**config.mk**
```make
export PLATFORM = sky130hd
export DESIGN_NAME = tmp_conv_sched
export DESIGN_NICKNAME = d
export VERILOG_FILES = /design/src/rtl/tmp_conv_sched.sv
export SDC_FILE = /design/constraint.sdc
export NUM_CORES = 1
export LEC_CHECK = 0
export BUFFER_PORTS_ARGS = -buffer_cell sky130_fd_sc_hd__buf_4
export CAP_MARGIN = 10
export CORE_MARGIN = 4
export CORE_UTILIZATION = 60
export CTS_BUF_LIST = sky130_fd_sc_hd__clkbuf_16
export CTS_CLUSTER_SIZE = 8
export DETAILED_ROUTE_END_ITERATION = 10
export GPL_TIMING_DRIVEN = 0
export PLACE_DENSITY = 0.8
export SLEW_MARGIN = 20
export SYNTH_ARGS = -nofsm -noshare
export SYNTH_HDL_FRONTEND = slang
export SYNTH_SLANG_ARGS = --single-unit
```
**constraint.sdc**
```tcl
create_clock -name clk -period 3.72 [get_ports clk]
set_clock_uncertainty 0.2 [all_clocks]
set_input_delay 0.558 -clock clk [delete_from_list [all_inputs] [get_ports clk]]
set_output_delay 0.558 -clock clk [all_outputs]
set_load 0.005 [all_outputs]
```
**src/rtl/tmp_conv_sched.sv**
```systemverilog
// Measurement scheduler for the temperature-sensor phase controller: sensor reset,
// settling window, then a ones-count of 2^OSR_LOG2 comparator decisions with a strobe watchdog.
module tmp_conv_sched #(
    parameter int unsigned SETTLE_CYC  = 31,
    parameter int unsigned OSR_LOG2    = 8,
    parameter int unsigned TIMEOUT_CYC = 1023
) (
    input  logic                clk,
    input  logic                reset,
    input  logic                req,
    input  logic                abort,
    input  logic                cmp,
    input  logic                cmp_strb,
    output logic                sens_rst,
    output logic                sens_en,
    output logic                busy,
    output logic                done,
    output logic [OSR_LOG2:0]   result,
    output logic                err
);

    localparam int unsigned DW = OSR_LOG2 + 1;
    localparam int unsigned SW = (SETTLE_CYC > 1) ? $clog2(SETTLE_CYC) : 1;
    localparam int unsigned WW = $clog2(TIMEOUT_CYC);

    localparam logic [SW-1:0] SETTLE_LAST = SW'(SETTLE_CYC - 1);
    localparam logic [SW-1:0] SETTLE_ONE  = SW'(1);
    localparam logic [DW-1:0] DEC_LAST    = DW'((1 << OSR_LOG2) - 1);
    localparam logic [DW-1:0] DEC_ONE     = DW'(1);
    localparam logic [WW-1:0] WD_LAST     = WW'(TIMEOUT_CYC - 2);
    localparam logic [WW-1:0] WD_ONE      = WW'(1);

    typedef enum logic [2:0] {
        IDLE,
        SRST,
        SETTLE,
        CONVERT,
        FINISH
    } state_t;

    state_t          state, state_n;
    logic            srst_cnt, srst_cnt_n;
    logic [SW-1:0]   settle_cnt, settle_cnt_n;
    logic [DW-1:0]   dec_cnt, dec_cnt_n;
    logic [DW-1:0]   ones_cnt, ones_cnt_n;
    logic [WW-1:0]   wd_cnt, wd_cnt_n;
    logic [DW-1:0]   result_n;
    logic            done_n;
    logic            err_n;

    always_ff @(posedge clk) begin
        if (reset) begin
            state      <= IDLE;
            srst_cnt   <= 1'b0;
            settle_cnt <= '0;
            dec_cnt    <= '0;
            ones_cnt   <= '0;
            wd_cnt     <= '0;
            done       <= 1'b0;
            result     <= '0;
            err        <= 1'b0;
        end else begin
            state      <= state_n;
            srst_cnt   <= srst_cnt_n;
            settle_cnt <= settle_cnt_n;
            dec_cnt    <= dec_cnt_n;
            ones_cnt   <= ones_cnt_n;
            wd_cnt     <= wd_cnt_n;
            done       <= done_n;
            result     <= result_n;
            err        <= err_n;
        end
    end

    always_comb begin
        state_n      = state;
        srst_cnt_n   = srst_cnt;
        settle_cnt_n = settle_cnt;
        dec_cnt_n    = dec_cnt;
        ones_cnt_n   = ones_cnt;
        wd_cnt_n     = wd_cnt;
        result_n     = result;
        done_n       = 1'b0;
        err_n        = err;
        sens_rst     = 1'b1;
        sens_en      = 1'b0;
        busy         = 1'b0;

        case (state)
            IDLE: begin
                if (req && !abort) begin
                    state_n      = SRST;
                    err_n        = 1'b0;
                    srst_cnt_n   = 1'b0;
                    settle_cnt_n = '0;
                    dec_cnt_n    = '0;
                    ones_cnt_n   = '0;
                    wd_cnt_n     = '0;
                end
            end

            SRST: begin
                sens_en = 1'b1;
                busy    = 1'b1;
                if (srst_cnt) begin
                    state_n  = SETTLE;
                    wd_cnt_n = '0;
                end else begin
                    srst_cnt_n = 1'b1;
                end
            end

            SETTLE, CONVERT: begin
                sens_rst = 1'b0;
                sens_en  = 1'b1;
                busy     = 1'b1;
                wd_cnt_n = cmp_strb ? '0 : wd_cnt + WD_ONE;

                if (state == SETTLE) begin
                    settle_cnt_n = settle_cnt + SETTLE_ONE;
                    if (settle_cnt == SETTLE_LAST) begin
                        state_n = CONVERT;
                    end
                end else if (cmp_strb) begin
                    dec_cnt_n  = dec_cnt + DEC_ONE;
                    ones_cnt_n = ones_cnt + DW'(cmp);
                    if (dec_cnt == DEC_LAST) begin
                        state_n  = FINISH;
                        result_n = ones_cnt_n;
                        done_n   = 1'b1;
                    end
                end

                // Fires one cycle early so done lands TIMEOUT_CYC cycles after the last strobe;
                // a strobe in the same cycle clears the watchdog instead.
                if (!cmp_strb && (wd_cnt == WD_LAST)) begin
                    state_n = IDLE;
                    err_n   = 1'b1;
                    done_n  = 1'b1;
                end
            end

            FINISH: begin
                sens_rst = 1'b0;
                sens_en  = 1'b1;
                state_n  = IDLE;
            end

            default: begin
                state_n = IDLE;
            end
        endcase

        if (abort && (state != IDLE)) begin
            state_n  = IDLE;
            done_n   = 1'b0;
            result_n = result;
            err_n    = err;
        end
    end

endmodule
```
==> results of run 1 <==
## cell type report
| class | instances | area share |
|---|---|---|
| Buffer | 15 | 0.0285 |
| Clock buffer | 5 | 0.0460 |
| Clock inverter | 3 | 0.00414 |
| Inverter | 10 | 0.0138 |
| Multi-Input combinational cell | 207 | 0.483 |
| Sequential cell | 48 | 0.353 |
| Tap cell | 48 | 0.0221 |
| Timing Repair Buffer | 18 | 0.0497 |
## worst paths after layout
check | cells after the start | endpoint
min reg2reg | 2 | dec_cnt[6]
max reg2reg | 8 | result[3]
max | 8 | result[3]
min | 2 | dec_cnt[6]
## tightest hold or removal path, delay by kind of cell, from the launching register on
family             cells  cell delay, ns
DFF                    1            0.32
AOI/OAI and AO/OA      2            0.12
## kinds of logic (layout without fill, tap and decap cells)
logic type	count (synthesis)	count (layout)	synth area share
compound gates	72	72	0.197
xor+xnor	17	17	0.0623
fa+ha+maj	8	8	0.0419
buf+inv	25	51	0.0482
flops	48	48	0.402
mux	2	2	0.00838
simple gates	108	108	0.239
## where the power goes
| group | switching (mW) | total (mW) | internal, mW |
|---|---|---|---|
| clock | 0.178 | 0.420 | 0.242 |
| sequential | 0.00670 | 0.527 | 0.520 |
| combinational | 0.0596 | 0.0964 | 0.0367 |
## state kept, by name, summed over array words and instances (netlist names)
signal      flops
result          9
wd_cnt         10
dec_cnt         9
settle_cnt      5
done            1
err             1
state           3
srst_cnt        1
ones_cnt        9
## layer usage
layer  GRT usage  vias up
met1       0.280      935
met3      0.0497       12
li1            -     1072
met2       0.311       51
met5           0        -
met4      0.0710        0
## synth_stat cells, types with 4 or more instances
library cell / count
a211oi_1: 11
a21oi_1: 24
a22oi_1: 4
and3_1: 4
buf_2: 5
clkbuf_1: 8
dfxtp_1: 48
ha_1: 8
inv_1: 10
nand2_1: 13
nand3_1: 10
nor2_1: 40
o21ai_0: 8
o31ai_1: 11
or2_2: 4
or3_1: 7
or4_1: 9
xnor2_1: 10
xor2_1: 7
## stage by stage
step | hold slack [ns] | std cells | area [um^2] | util
floorplan | 0.252 | 280 | 2390 | -
finish | 0.284 | 354 | 2720 | 0.727
CTS | 0.282 | 354 | 2720 | 0.727
global placement | 0.261 | 346 | 2580 | 0.690
global route | 0.307 | 354 | 2720 | 0.727
detailed placement | 0.264 | 346 | 2580 | 0.690
## cells in the final DEF (no fill, tap or decap), types with 2 or more instances in the layout
cell / instances
o21ai_0: 8
and2_1: 2
dfxtp_1: 48
buf_4: 18
clkbuf_1: 8
a2111oi_0: 3
clkbuf_16: 5
nand2b_1: 2
nand2_1: 13
nand4_1: 3
a21o_1: 3
xor2_1: 7
o211ai_1: 2
or2_2: 4
a211oi_1: 11
a21oi_1: 24
nor4_1: 2
or3_1: 7
buf_6: 2
buf_2: 5
xnor2_1: 10
or4_1: 9
nand3b_1: 3
a22oi_1: 4
and4_1: 2
o31ai_1: 11
nand3_1: 10
nor2_1: 40
ha_1: 8
and3_1: 4
mux2i_1: 2
inv_1: 12
==> reports/metrics.yaml, run 1 <==
status:
  status: "complete, no violations"
global_routing:
  antenna_found_initial: 0
  grt_usage: 0.204
  grt_max_degree: 14
  grt_pass1_wl_um: 8480
  first_global_vias: 1868
  overflow: 0
sta:
  final.min_clock_period_ns: 2.53
  tns_ns: 0
  max_freq_mhz: 395
  hold_violations: 0
  setup_viol: 0
  worstMarginPinSlew_ns: 0.977
  relSlewSlack: 0.343
  finalCritPeriodShare: 0.680
  rsz0062_at_grt: "no"
  finalMaxSlewViolations: 0
  worst_slack_ns: 1.19
critical_path:
  r2r_start: "dec_cnt[2]"
  critPathArrivalTime_ns: 2.53
  cp_top_family: "simple AND/OR/NAND/NOR gates"
  cp_slowest_cell: "nor3b_2"
  worstPathCellList: "nand4_1 > or2_2 > nor2_1 > ha_1 > nor3b_2 > buf_2 > nor2_1 > a211oi_1"
  cp-end-kind: "register"
  critPathKind: "reg2reg"
  crit_start: "dec_cnt[2]"
  cpMostUsedCell: "nor2_1"
  startpoint_type: "register"
  critical-path-max-stage-delay_ns: 0.51
  path_buf_inv: 1
  r2r_slack_ns: 1.19
  crit_required_ns: 3.72
  path_max_fanout: 10
power:
  fin_total_pwr_mw: 1.04
  vdd_drop_max_mv: 0.313
  power_density_mw_per_mm2: 383
  p_leak_nw: 0.956
finish:
  nets: 319
  multi_input_area_mm2: 0.00131
  antenna_cells: 0
  syn_to_final_growth_pct: 13.9
  drive_gt1_frac: 0.121
  seqCellArea_um2: 961
  final.fill_count: 277
route:
  firstDrtPassIters: 4
  via_per_inst: 5.85
  postRouteAntennaNets: 0
  wl_um: 4960
  maxUsedRoutingLayer: "met4"
  vias: 2070
  wl_met1_um: 2390
  drc: 0
  drt_iter0_drc: 164
  route.met2.wl_um: 2220
  dr_wl_met3_um: 244
  wire_per_inst_um: 14.0
clock_tree:
  cts_hold_buf: 0
  cts_root_buf: "clkbuf_16"
  cts.reportedPaths.clkPinSlew_ns: 0.06
  cts_setup_buffers: 0
  cts.path.max_buffers: 2
  cts-resized-gates: 0
  clock_latency_ns: 0.28
  numCtsBuffers: 5
  cts_tree: "done"
  clkSinkCount: 48
  htree_levels: 2
synthesis:
  yosysWarnings: 0
  synth_edf_count: 0
  yosys-top-cells-area: "dfxtp_1 (40%), nor2_1 (6.3%), a21oi_1 (5.0%)"
  synth_flop_cell: "dfxtp_1"
  netlist_area_mm2: 0.00239
  synth.distinct_cells: 43
  syn_inst: 280
  synth_seq_cells: 48
  yosys.area.top_type: "dfxtp_1"
  syn_nets: 294
  synthDominantCellAreaShare: 0.402
  synth.avg_cell_area_um2: 8.53
  async_reset_ff_frac: 0
  yosysSeqAreaShare: 0.402
job:
  timing.max_cap.violations: 0
place:
  place_hpwl_um: 3460
  place_ws_ns: 1.18
  gp_congestion: 0.798
  port_buffers: 18
worst_hold_path:
  min_path_type: "reg2reg"
  hold_start: "dec_cnt[6]"
die:
  start_util: 0.638
  fp.dieW_um: 71.1
  ios: 20
  die_y_um: 71.1
  dieArea_mm2: 0.00505
  core_area_mm2: 0.00374
  rows: 22
Note: power is estimated with default switching activity, not from simulation.
==> run 2: changes to the inputs <==
Settings changed: CORE_UTILIZATION 60 to 53, PLACE_DENSITY 0.8 to 0.75.
Clock period 3.72 ns to 2.1 ns, I/O delays scaled along.
==> reports/metrics.yaml, run 2 (same netlist as run 1, synthesis figures left out) <==
sta:
  hold_violations: 0
  finalCritPeriodShare: 1.01
  max_freq_mhz: 473
  rsz0062_at_grt: "yes"
  worst_slack_ns: -0.0130
  relSlewSlack: 0.631
  finalHoldWorstSlack_ns: 0.0780
  setup_viol: 1
  tns_ns: -0.0130
  worstMarginPinSlew_ns: 0.539
  final.min_clock_period_ns: 2.11
  finalMaxSlewViolations: 0
clock_tree:
  cts_hold_buf: 0
  clkSinkCount: 48
  cts_root_buf: "clkbuf_16"
  cts.path.max_buffers: 2
  numCtsBuffers: 5
  clock_latency_ns: 0.29
  htree_levels: 2
  cts.reportedPaths.clkPinSlew_ns: 0.06
  cts_tree: "done"
die:
  core_area_mm2: 0.00435
  ios: 20
  die_y_um: 75.1
  rows: 24
  start_util: 0.549
  dieArea_mm2: 0.00564
  fp.dieW_um: 75.1
finish:
  antenna_cells: 0
  final_core_util: 0.688
  syn_to_final_growth_pct: 25.4
  final_cell_mix: "dfxtp_1 (42), nor2_1 (39), buf_4 (26)"
  top_register: "wd_cnt"
  final_common_cell: "dfxtp_1"
  drive_gt1_frac: 0.235
  largest_reg_flops: 10
  nets: 329
route:
  drc: 0
  via_per_inst: 5.84
  vias: 2145
  drt_iter0_drc: 115
  wl_um: 5260
  postRouteAntennaNets: 0
  wire_per_inst_um: 14.3
  firstDrtPassIters: 4
critical_path:
  r2r_start: "dec_cnt[5]"
  cp_slowest_cell: "dfxtp_2"
  path_max_fanout: 4
  cp_top_family: "simple AND/OR/NAND/NOR gates"
  cp-end-kind: "register"
  critPathKind: "reg2reg"
  critical-path-max-stage-delay_ns: 0.33
  critPathArrivalTime_ns: 2.09
  path_buf_inv: 0
  worstPathCellList: "nand4_1 > or2_4 > nor2_2 > ha_2 > and3_4 > or2_2 > or3_1 > a32o_1"
  crit_required_ns: 2.07
  startpoint_type: "register"
  crit_start: "dec_cnt[5]"
global_routing:
  first_global_vias: 1918
  grt_usage: 0.191
  use_met1: 0.247
  busiest_layer: "met2"
  overflow: 0
  grt_max_degree: 15
  grt_pass1_wl_um: 8460
  met3_usage: 0.0481
  antenna_found_initial: 0
  use_met2: 0.313
power:
  vdd_drop_max_mv: 0.482
  power_density_mw_per_mm2: 711
  p_comb_frac: 0.092
  p_sw_uw: 450
  p_int_mw: 1.68
  seq_power_share: 0.439
  switching_share: 0.212
  p_leak_nw: 1.07
  fin_total_pwr_mw: 2.13
  p_clk_frac: 0.469
place:
  gp_congestion: 0.821
  port_buffers: 18
  place_hpwl_um: 3410
status:
  status: "finished with violations"
  violations: "setup timing"
job:
  timing.max_cap.violations: 0
worst_hold_path:
  min_path_type: "in2reg"
  hold_start: "abort"
[run 2: cell types whose count changed in the layout (fill, tap and decap cells not counted), sizes merged]
cell    before  now
buf         25   35
clkinv       1    0
bufinv       0    2
inv         12   10
[run 2: metal layers]
| metal | part of all wire | wire [um] | vias up |
|---|---|---|---|
| met5 | 0 | 0 | - |
| met4 | 0.012 | 65 | 0 |
| met3 | 0.063 | 329 | 7 |
| met1 | 0.44 | 2340 | 1005 |
| met2 | 0.48 | 2530 | 51 |
| li1 | - | - | 1082 |
[run 2: timing repair]
action                                 CTS  global route
pin swaps                                4             9
cloned                                   0             0
setup endpoints to repair               32            27
setup buffers                            6             4
endpoints found under the hold margin    0             0
resized for setup                       22            17
[run 2: worst paths after layout]
check	slack, ns	endpoint	cells past startpoint
setup / recovery	-0.01	state[0]	8
hold reg to reg	0.27	dec_cnt[6]	2
setup reg to reg	-0.01	state[0]	8
hold / removal	0.08	done	2
[run 2: through the flow]
stage / std cells / area [um^2] / worst slack (ns)
after floorplan: 280 / 2390 / 0.0282
after global placement: 350 / 2590 / -0.266
after detailed placement: 350 / 2590 / -0.295
after CTS: 363 / 2890 / 0.00293
after global routing: 367 / 2990 / -0.0795
final: 367 / 2990 / -0.0130
[run 2: area by class of cell]
type / count / area (um^2)
tap: 52 / 65.1
timing repair buffer: 28 / 226
buffer: 15 / 101
sequential: 48 / 968
fill: 339 / 1360
inverter: 10 / 37.5
multi-input combinational: 207 / 1410
clock inverter: 2 / 60.1
clock buffer: 5 / 125
[run 2: worst register-to-register path, cell delays in order (launching register included)]
cell,delay (ns)
dfxtp_2,0.33
nand4_1,0.12
or2_4,0.15
nor2_2,0.04
ha_2,0.16
and3_4,0.19
or2_2,0.28
or3_1,0.31
a32o_1,0.22
[run 2: power by group through the flow]
stage | Combinational [mW] | Sequential, mW | Clock, mW
4_1_cts | 0.180 | 0.934 | 1.02
3_5_place_dp | 0.168 | 0.954 | 0
2_1_floorplan | 0.118 | 0.951 | 0
6_report | 0.196 | 0.934 | 0.999
5_1_grt | 0.214 | 0.935 | 1.05
3_3_place_gp | 0.166 | 0.953 | 0
